[src/rtl/seg_pkg.sv]
// Shared constants and FSM state type for the seven-segment scan controller.
package seg_pkg;
  localparam int CODE_W     = 5;
  localparam int NUM_DIGITS = 4;
  localparam logic [CODE_W-1:0] CODE_BLANK = 5'd18;

  typedef enum logic [1:0] {
    IDLE  = 2'd0,
    GUARD = 2'd1,
    DRIVE = 2'd2
  } state_t;

  // Active-low one-hot anode pattern for the selected digit.
  function automatic logic [NUM_DIGITS-1:0] anode_sel_n(input logic [1:0] sel);
    return ~(4'b0001 << sel);
  endfunction
endpackage

[src/rtl/seg_slot_timer.sv]
// Per-digit slot counter: counts 0..TICK_DIV-1, flags end of guard and end of slot.
module seg_slot_timer #(
  parameter int TICK_DIV     = 50000,
  parameter int GUARD_CYCLES = 16
) (
  input  logic clk,
  input  logic rst,
  input  logic i_clear,
  output logic o_guard_done,
  output logic o_slot_end
);
  localparam int CW = $clog2(TICK_DIV);
  localparam logic [CW-1:0] GUARD_LAST = CW'(GUARD_CYCLES - 1);
  localparam logic [CW-1:0] SLOT_LAST  = CW'(TICK_DIV - 1);

  logic [CW-1:0] r_count;

  always_ff @(posedge clk or posedge rst) begin
    if (rst) begin
      r_count <= '0;
    end else if (i_clear || (r_count == SLOT_LAST)) begin
      r_count <= '0;
    end else begin
      r_count <= r_count + CW'(1);
    end
  end

  assign o_guard_done = (r_count == GUARD_LAST);
  assign o_slot_end   = (r_count == SLOT_LAST);
endmodule

[src/rtl/seg_scan_ctrl.sv]
// Four-digit seven-segment scan controller with frame-boundary double buffering.
// Optional digit blinking is enabled by defining SEG_BLINK_EN.
module seg_scan_ctrl
  import seg_pkg::*;
#(
  parameter int TICK_DIV     = 50000,
  parameter int GUARD_CYCLES = 16
`ifdef SEG_BLINK_EN
  ,
  parameter int BLINK_FRAMES = 64
`endif
) (
  input  logic        clk,
  input  logic        rst,
  input  logic        load,
  input  logic [19:0] code_in,
`ifdef SEG_BLINK_EN
  input  logic [3:0]  blink_mask,
`endif
  output logic [3:0]  anode,
  output logic [4:0]  code_out,
  output logic [1:0]  digit_sel,
  output logic        frame_start,
  output logic        pending
);
  localparam int AW = CODE_W * NUM_DIGITS;

  state_t            r_state, w_state_nxt;
  logic [AW-1:0]     r_active, w_active_nxt;
  logic [AW-1:0]     r_shadow, w_shadow_nxt;
  logic [1:0]        r_digit, w_digit_nxt;
  logic              r_pending, w_pending_nxt;
  logic              w_frame_nxt;
  logic              w_frame_end;
  logic              w_guard_done, w_slot_end;
  logic              w_blank_nxt;
  logic [CODE_W-1:0] w_code_nxt;
  logic [3:0]        r_anode;
  logic [CODE_W-1:0] r_code_out;
  logic              r_frame_start;

  seg_slot_timer #(
    .TICK_DIV     (TICK_DIV),
    .GUARD_CYCLES (GUARD_CYCLES)
  ) u_timer (
    .clk          (clk),
    .rst          (rst),
    .i_clear      (r_state == IDLE),
    .o_guard_done (w_guard_done),
    .o_slot_end   (w_slot_end)
  );

  assign w_frame_end = (r_state == DRIVE) && w_slot_end && (r_digit == 2'd3);

  always_comb begin
    w_state_nxt   = r_state;
    w_digit_nxt   = r_digit;
    w_active_nxt  = r_active;
    w_shadow_nxt  = r_shadow;
    w_pending_nxt = r_pending;
    w_frame_nxt   = 1'b0;
    case (r_state)
      IDLE: if (load) begin
        w_state_nxt  = GUARD;
        w_digit_nxt  = 2'd0;
        w_active_nxt = code_in;
        w_frame_nxt  = 1'b1;
      end
      GUARD: if (w_guard_done) w_state_nxt = DRIVE;
      DRIVE: if (w_slot_end) begin
        w_state_nxt = GUARD;
        w_digit_nxt = r_digit + 2'd1;
        w_frame_nxt = (r_digit == 2'd3);
      end
      default: w_state_nxt = IDLE;
    endcase
    // A load on the frame edge itself goes straight to the display.
    if (w_frame_end) begin
      if (load) w_active_nxt = code_in;
      else if (r_pending) w_active_nxt = r_shadow;
      w_pending_nxt = 1'b0;
    end else if ((r_state != IDLE) && load) begin
      w_shadow_nxt  = code_in;
      w_pending_nxt = 1'b1;
    end
  end

`ifdef SEG_BLINK_EN
  localparam int BW = $clog2(BLINK_FRAMES + 1);
  logic [BW-1:0] r_blink_cnt, w_blink_cnt_nxt;
  logic          r_phase_off, w_phase_off_nxt;

  // Phase flips on the first frame after each run of BLINK_FRAMES frames.
  always_comb begin
    w_blink_cnt_nxt = r_blink_cnt;
    w_phase_off_nxt = r_phase_off;
    if (w_frame_nxt) begin
      if (r_blink_cnt == BW'(BLINK_FRAMES)) begin
        w_blink_cnt_nxt = BW'(1);
        w_phase_off_nxt = ~r_phase_off;
      end else begin
        w_blink_cnt_nxt = r_blink_cnt + BW'(1);
      end
    end
  end

  always_ff @(posedge clk or posedge rst) begin
    if (rst) begin
      r_blink_cnt <= '0;
      r_phase_off <= 1'b0;
    end else begin
      r_blink_cnt <= w_blink_cnt_nxt;
      r_phase_off <= w_phase_off_nxt;
    end
  end

  assign w_blank_nxt = w_phase_off_nxt & blink_mask[w_digit_nxt];
`else
  assign w_blank_nxt = 1'b0;
`endif

  always_comb begin
    w_code_nxt = w_active_nxt[w_digit_nxt*CODE_W +: CODE_W];
    if ((w_state_nxt == IDLE) || w_blank_nxt) w_code_nxt = CODE_BLANK;
  end

  // Outputs are registered from next-state values so they line up with the state.
  always_ff @(posedge clk or posedge rst) begin
    if (rst) begin
      r_state       <= IDLE;
      r_digit       <= 2'd0;
      r_active      <= {NUM_DIGITS{CODE_BLANK}};
      r_shadow      <= {NUM_DIGITS{CODE_BLANK}};
      r_pending     <= 1'b0;
      r_anode       <= 4'b1111;
      r_code_out    <= CODE_BLANK;
      r_frame_start <= 1'b0;
    end else begin
      r_state       <= w_state_nxt;
      r_digit       <= w_digit_nxt;
      r_active      <= w_active_nxt;
      r_shadow      <= w_shadow_nxt;
      r_pending     <= w_pending_nxt;
      r_anode       <= (w_state_nxt == DRIVE) ? anode_sel_n(w_digit_nxt) : 4'b1111;
      r_code_out    <= w_code_nxt;
      r_frame_start <= w_frame_nxt;
    end
  end

  assign anode       = r_anode;
  assign code_out    = r_code_out;
  assign digit_sel   = r_digit;
  assign frame_start = r_frame_start;
  assign pending     = r_pending;
endmodule

[config.mk]
export PLATFORM = sky130hd
export DESIGN_NAME = seg_scan_ctrl
export DESIGN_NICKNAME = d
export VERILOG_FILES = /design/src/rtl/seg_pkg.sv /design/src/rtl/seg_slot_timer.sv /design/src/rtl/seg_scan_ctrl.sv
export SDC_FILE = /design/constraint.sdc
export NUM_CORES = 1
export LEC_CHECK = 0
export BUFFER_PORTS_ARGS = -buffer_cell sky130_fd_sc_hd__buf_4
export CORE_MARGIN = 1.5
export CORE_UTILIZATION = 40
export DETAILED_ROUTE_END_ITERATION = 8
export PLACE_DENSITY_LB_ADDON = 0.25
export SLEW_MARGIN = 0
export SYNTH_ARGS = -nofsm -noshare
export SYNTH_HDL_FRONTEND = slang
export SYNTH_SLANG_ARGS = --single-unit
[constraint.sdc]
create_clock -name clk -period 6.7 [get_ports clk]
set_input_delay 0.67 -clock clk [delete_from_list [all_inputs] [get_ports clk]]
set_output_delay 0.67 -clock clk [all_outputs]
set_load 0.01 [all_outputs]
# Word level (Yosys, flattened, before mapping)
# Index checks and enable logic that the tools add are counted.
# totals
elab_cells	51
in_bits	23
reg_bits	71
# classes
n_mul	1
n_reduce_logical	9
n_mux	20
shifts	2
n_addsub	2
n_eq_ne	6
bitwise	2
# op_table
op	n
$mux W20	5
$shiftx A20 B6 Y5	1
$add A16 B1 Y16 const B	1
$eq A16 B16 Y1 const B	1
$eq A16 B4 Y1 const B	1
$mux W16	1
$mux W2	5
$eq A2 B2 Y1 const B	3
$pmux W2 S3	1
$mul A2 B3 Y5 const B	1
$mux W5	1
$logic_not A2 Y1	2
$mux W1	4
$mux W4	1
$not A4 Y4	1
$pmux W2 S2	1
$reduce_bool A2 Y1	2
$shl A1 B2 Y4 const A	1
$logic_and A1 B1 Y1	3
$add A2 B1 Y2 const B	1
$eq A2 B1 Y1 const B	1
$pmux W1 S2	1
$reduce_and A2 Y1	1
$logic_or A1 B1 Y1	1
$not A1 Y1	1

# Depth between registers and ports, before layout
# depth
depth_word	7
mapped_depth	11
depth_no_buf	8

# Cells and area by module
# From an unflattened synthesis, not the netlist that was laid out.
# hier_totals
hier_cells	327
area_unflattened_um2	3622.2
# by_module_without_submodules
mod	cells_each	area_per_inst_um2	seq_area_each_um2	n_inst
seg_scan_ctrl	240	2792.7	1403.8	1
seg_slot_timer	87	829.5	400.4	1

# Worst setup path before layout
# Ideal clock, no wire load.
# synth_timing
path_type	register -> register
startpoint	reg u_timer.r_count[0]
endpoint	reg r_code_out[3] (netlist: code_out[3])
stages_incl_launch_ff	10
period_less_slack_ps	2317
setup_time_ps	124
path_slack_ps	4383
arrival_time_ps	2193
cell_sequence	dfrtp_1 > ha_1 > and3_1 > buf_4 > and3_1 > a31o_2 > buf_4 > a221o_1 > mux2_2 > o2bb2ai_1
# synth_via
elab_chain_cells	6
word_cells_on_any_way	14
cone_classes	1 x mul; 2 x eq/ne; 1 x shift; 7 x mux; 3 x reduce/logical
# synth_lines
element	line_no	source
from (decl)	seg_slot_timer.sv:16	logic [CW-1:0] r_count;
from (signal assigned)	seg_slot_timer.sv:24	r_count <= r_count + CW'(1);
$eq A16 B16 Y1	seg_slot_timer.sv:29	assign o_slot_end = (r_count == SLOT_LAST);
$logic_and A1 B1 Y1 (2 in a row)	seg_scan_ctrl.sv:53	assign w_frame_end = (r_state == DRIVE) && w_slot_end && (r_digit == 2'd3);
$mux W20	seg_scan_ctrl.sv:78	if (w_frame_end) begin
via w_active_nxt[8]	seg_scan_ctrl.sv:29	logic [AW-1:0] r_active, w_active_nxt;
$shiftx A20 B6 Y5	seg_scan_ctrl.sv:123	w_code_nxt = w_active_nxt[w_digit_nxt*CODE_W +: CODE_W];
$mux W5	seg_scan_ctrl.sv:124	if ((w_state_nxt == IDLE) || w_blank_nxt) w_code_nxt = CODE_BLANK;
via w_code_nxt[3]	seg_scan_ctrl.sv:37	logic [CODE_W-1:0] w_code_nxt;
to (signal assigned)	seg_scan_ctrl.sv:145	r_code_out <= w_code_nxt;
to (decl)	seg_scan_ctrl.sv:39	logic [CODE_W-1:0] r_code_out;
# The timed path passes the listed nets, and every way through them passes these cells.
# A chain may end at the register's enable or synchronous reset.

# Worst setup path in the final report
# layout_timing
startpoint	reg r_digit[0] (netlist: digit_sel[0])
endpoint	reg r_code_out[3] (netlist: code_out[3])
# layout_via
word_cells_on_any_way	10
cone_classes	1 x add/sub; 1 x mul; 1 x eq/ne; 1 x shift; 5 x mux; 1 x reduce/logical
# layout_rtl
element	line_no	source
from (decl)	seg_scan_ctrl.sv:31	logic [1:0] r_digit, w_digit_nxt;
from (signal assigned)	seg_scan_ctrl.sv:140	r_digit <= w_digit_nxt;
$eq A2 B2 Y1	seg_scan_ctrl.sv:53	
$logic_and A1 B1 Y1	seg_scan_ctrl.sv:53	
$mux W20	seg_scan_ctrl.sv:78	
via w_active_nxt[13]	seg_scan_ctrl.sv:29	
$shiftx A20 B6 Y5	seg_scan_ctrl.sv:123	
$mux W5	seg_scan_ctrl.sv:124	
via w_code_nxt[3]	seg_scan_ctrl.sv:37	
# The timed path passes the listed nets, and every way through them passes these cells.

==> qor.csv <==
stage,metric,value,unit
outcome,status,finished clean,
sta,slew_violations,0,
routing,totalWireLength,7358,um
sta,worst_pin_slew,0.8934,ns
routing,wire_per_inst,15.93,um
sta,setup_tns,0,ns
worst_setup_path,reg2regPathDepth,8,
sta,clock_skew,0.01187,ns
hold_path,hp-class,flop to flop,
yosys,synthCells,318,
final_layout,antenna_cells,0,
place,place_congestion,0.8082,
die,rows,34,
yosys,synth.distinct_cells,54,
pwr,power,0.8666,mW
yosys,netlist.area_leader.share,34.21,%
cts,clkTransAtPathRegs,0.08,ns
yosys,synthArstFlopShare,100.0,%
cts,ctsResizeCount,0,
hold_path,min_path_cells,1,
final_layout,fin_area,4100,sq um
final_layout,nNetsFinal,374,
yosys,ys_warn_count,0,
pwr,peakVddDrop,0.1139,mV
cts,cts.sinks,71,
worst_setup_path,crit_start,digit_sel[0],
job,cap_violations,0,
routing,drc,0,
final_layout,seq_area,1804,sq um
yosys,synth.ff_latch_count,71,
global_routing,grt_pass1_wl,12720,um
die,die_area,9538,sq um
place,hpwl,4893,um
place,dp_slack,3.881,ns
final_layout,syn2layout_area_growth,14.38,%
final_layout,fillers,810,
pwr,leakage,1.689,nW
sta,layout_min_cycle_time,2.817,ns
cts,clockBufferDepth,2,
yosys,yosysTopAreaCell,dfrtp_1,
sta,rsz0062_at_grt,false,
die,num_io_pins,36,
routing,routed_via_density,5.400,
worst_setup_path,required,6.97,ns
routing,drt_first_pass_iters,4,
routing,vias,2495,
die,start_util,41.10,%
cts,htreeDepth,3,
die,die_w,97.67,um
die,core,8721,sq um
die,die_h,97.67,um
cts,post_cts_buffers,0,
worst_setup_path,crit_arrival,3.09,ns
hold_path,min-delay-start,u_timer.r_count[0],
place,io_buffers,35,
pwr,p_per_area,211.4,nW/um^2
sta,setup_violations,0,
cts,root_buffer,clkbuf_8,
sta,fmax,354.9,MHz
yosys,synth.avg_cell_area,11.27,sq um
worst_setup_path,cp-end-kind,flop,
cts,cts_hold_buf,0,
sta,final_hold_viol_count,0,
yosys,synth_area_leaders,"dfrtp_1, dfstp_2, mux2_2",
yosys,syn_area,3585,sq um
global_routing,grt-ovfl-total,0,
yosys,synth_edf_count,0,
routing,drt-initial-drc-count,118,
cts,cts_buffers,9,
final_layout,drive_above_1_share,30.79,%
yosys,synth_ff_type,dfrtp_1,
global_routing,first_global_vias,2621,
sta,hold_ws,0.4585,ns
cts,cts_tree,done,
worst_setup_path,critical_path_class,flop to flop,
routing,ant_nets,0,
yosys,syn_nets,343,
global_routing,grt_max_degree,72,
cts,insertion_delay,0.35,ns
yosys,seq_area_frac_synth,50.33,%
place,place_area,3886,sq um
sta,post-route-period-util,42.05,%
final_layout,multi_input_area,1658,sq um
sta,worst_slack,3.883,ns
global_routing,grt_use_total,16.68,%
worst_setup_path,reg2reg_from,digit_sel[0],
worst_setup_path,crit_fanout,10,
sta,slew_headroom,40.44,%
worst_setup_path,worstSetupStartpointType,flop,
global_routing,grt_antenna_before_repair,0,
[synth_stat cells, drive strengths merged, types with 2 or more instances]
| master | number |
|---|---|
| dfrtp | 49 |
| nor2 | 36 |
| mux2 | 31 |
| dfstp | 22 |
| o21ai | 20 |
| nand2 | 19 |
| mux2i | 14 |
| a21oi | 13 |
| nand3 | 12 |
| buf | 10 |
| and3 | 8 |
| nand4 | 8 |
| xnor2 | 8 |
| a211oi | 6 |
| a221o | 6 |
| clkbuf | 6 |
| inv | 5 |
| nor2b | 5 |
| xor2 | 5 |
| nor3 | 4 |
| nand2b | 3 |
| nand3b | 3 |
| o21bai | 3 |
| o2bb2ai | 3 |
| ha | 2 |
| o311ai | 2 |
| or2 | 2 |
| or3 | 2 |
| or4 | 2 |
[metrics by stage]
| stage | std cells | util, % |
|---|---|---|
| global route | 462 | 47.02 |
| global placement | 446 | 44.56 |
| detailed placement | 446 | 44.56 |
| CTS | 462 | 47.02 |
| floorplan | 318 | - |
| finish | 462 | 47.02 |
[flip-flops by register name, summed over array words and instances (netlist names)]
signal,flops
anode,4
code_out,5
digit_sel,2
frame_start,1
pending,1
r_active,20
r_shadow,20
r_state,2
u_timer.r_count,16
[worst paths after layout]
| kind | endpoint | slack, ns |
|---|---|---|
| setup / recovery | code_out[3] | 3.88 |
| max in group asynchronous | r_shadow[2] | 5.52 |
| setup reg to reg | code_out[3] | 3.88 |
| min in group asynchronous | frame_start | 0.59 |
| hold reg to reg | u_timer.r_count[0] | 0.46 |
| hold / removal | u_timer.r_count[0] | 0.46 |
[where the power goes]
group | internal [mW] | switching (mW) | total (mW)
Clock | 0.210 | 0.163 | 0.373
Sequential | 0.444 | 0.00606 | 0.451
Combinational | 0.0221 | 0.0212 | 0.0433
Total | 0.676 | 0.190 | 0.867
[critical path: stages (launching register included)]
cell       delay [ns]
dfrtp_1          0.47
ha_1             0.23
nand3b_4         0.13
nor3_2           0.48
nand3_1          0.65
mux2i_1          0.26
o21ai_0          0.24
mux2i_1          0.12
o2bb2ai_1        0.16
[area by class of cell]
cell class                      count  area share (%)
Sequential cell                    71           44.00
Tap cell                          108           3.296
Multi-Input combinational cell    226           40.43
Timing Repair Buffer               36           6.591
Inverter                            5          0.4577
Clock inverter                      5           2.014
Clock buffer                       11           3.204
[layout by cell type (no fill, tap or decap), types with 2 or more instances in the layout]
cell type / count
xnor2_1: 8
nand4_1: 7
dfrtp_1: 49
nor2_1: 35
nand3_2: 2
nand3b_1: 2
dfstp_2: 22
a221o_1: 6
nor2b_1: 5
mux2_2: 16
a211oi_1: 6
o21ai_0: 14
buf_4: 36
clkinvlp_4: 3
o21bai_1: 3
and3_1: 6
ha_1: 2
nand3_1: 9
nand2b_1: 3
bufinv_16: 2
nand2_1: 19
or2_2: 2
a21oi_1: 13
mux2_1: 15
xor2_1: 5
o21ai_1: 6
o2bb2ai_1: 3
inv_1: 4
nor3_2: 2
mux2i_1: 14
clkbuf_1: 2
clkbuf_8: 9
[cell families (layout without fill, tap and decap cells)]
family	count (synthesis)	count (layout)	synth area share, %
buffers and inverters	21	57	3.421
adder cells (fa/ha/maj)	2	2	0.6980
flip-flops	71	71	50.33
AND/OR/NAND/NOR	110	110	18.01
XOR/XNOR	13	13	3.176
AO/OA/AOI/OAI	56	56	10.72
multiplexers	45	45	13.65
[per-layer routing]
| metal | global-route usage (%) | share of wire, % | wire, um |
|---|---|---|---|
| met1 | 22.17 | 47 | 3489 |
| met2 | 26.28 | 48 | 3499 |
| met3 | 3.741 | 3.0 | 221 |
| met4 | 7.033 | 2.0 | 146 |
| met5 | 0 | 0 | 0 |
Power figures use the tool's default switching activity.
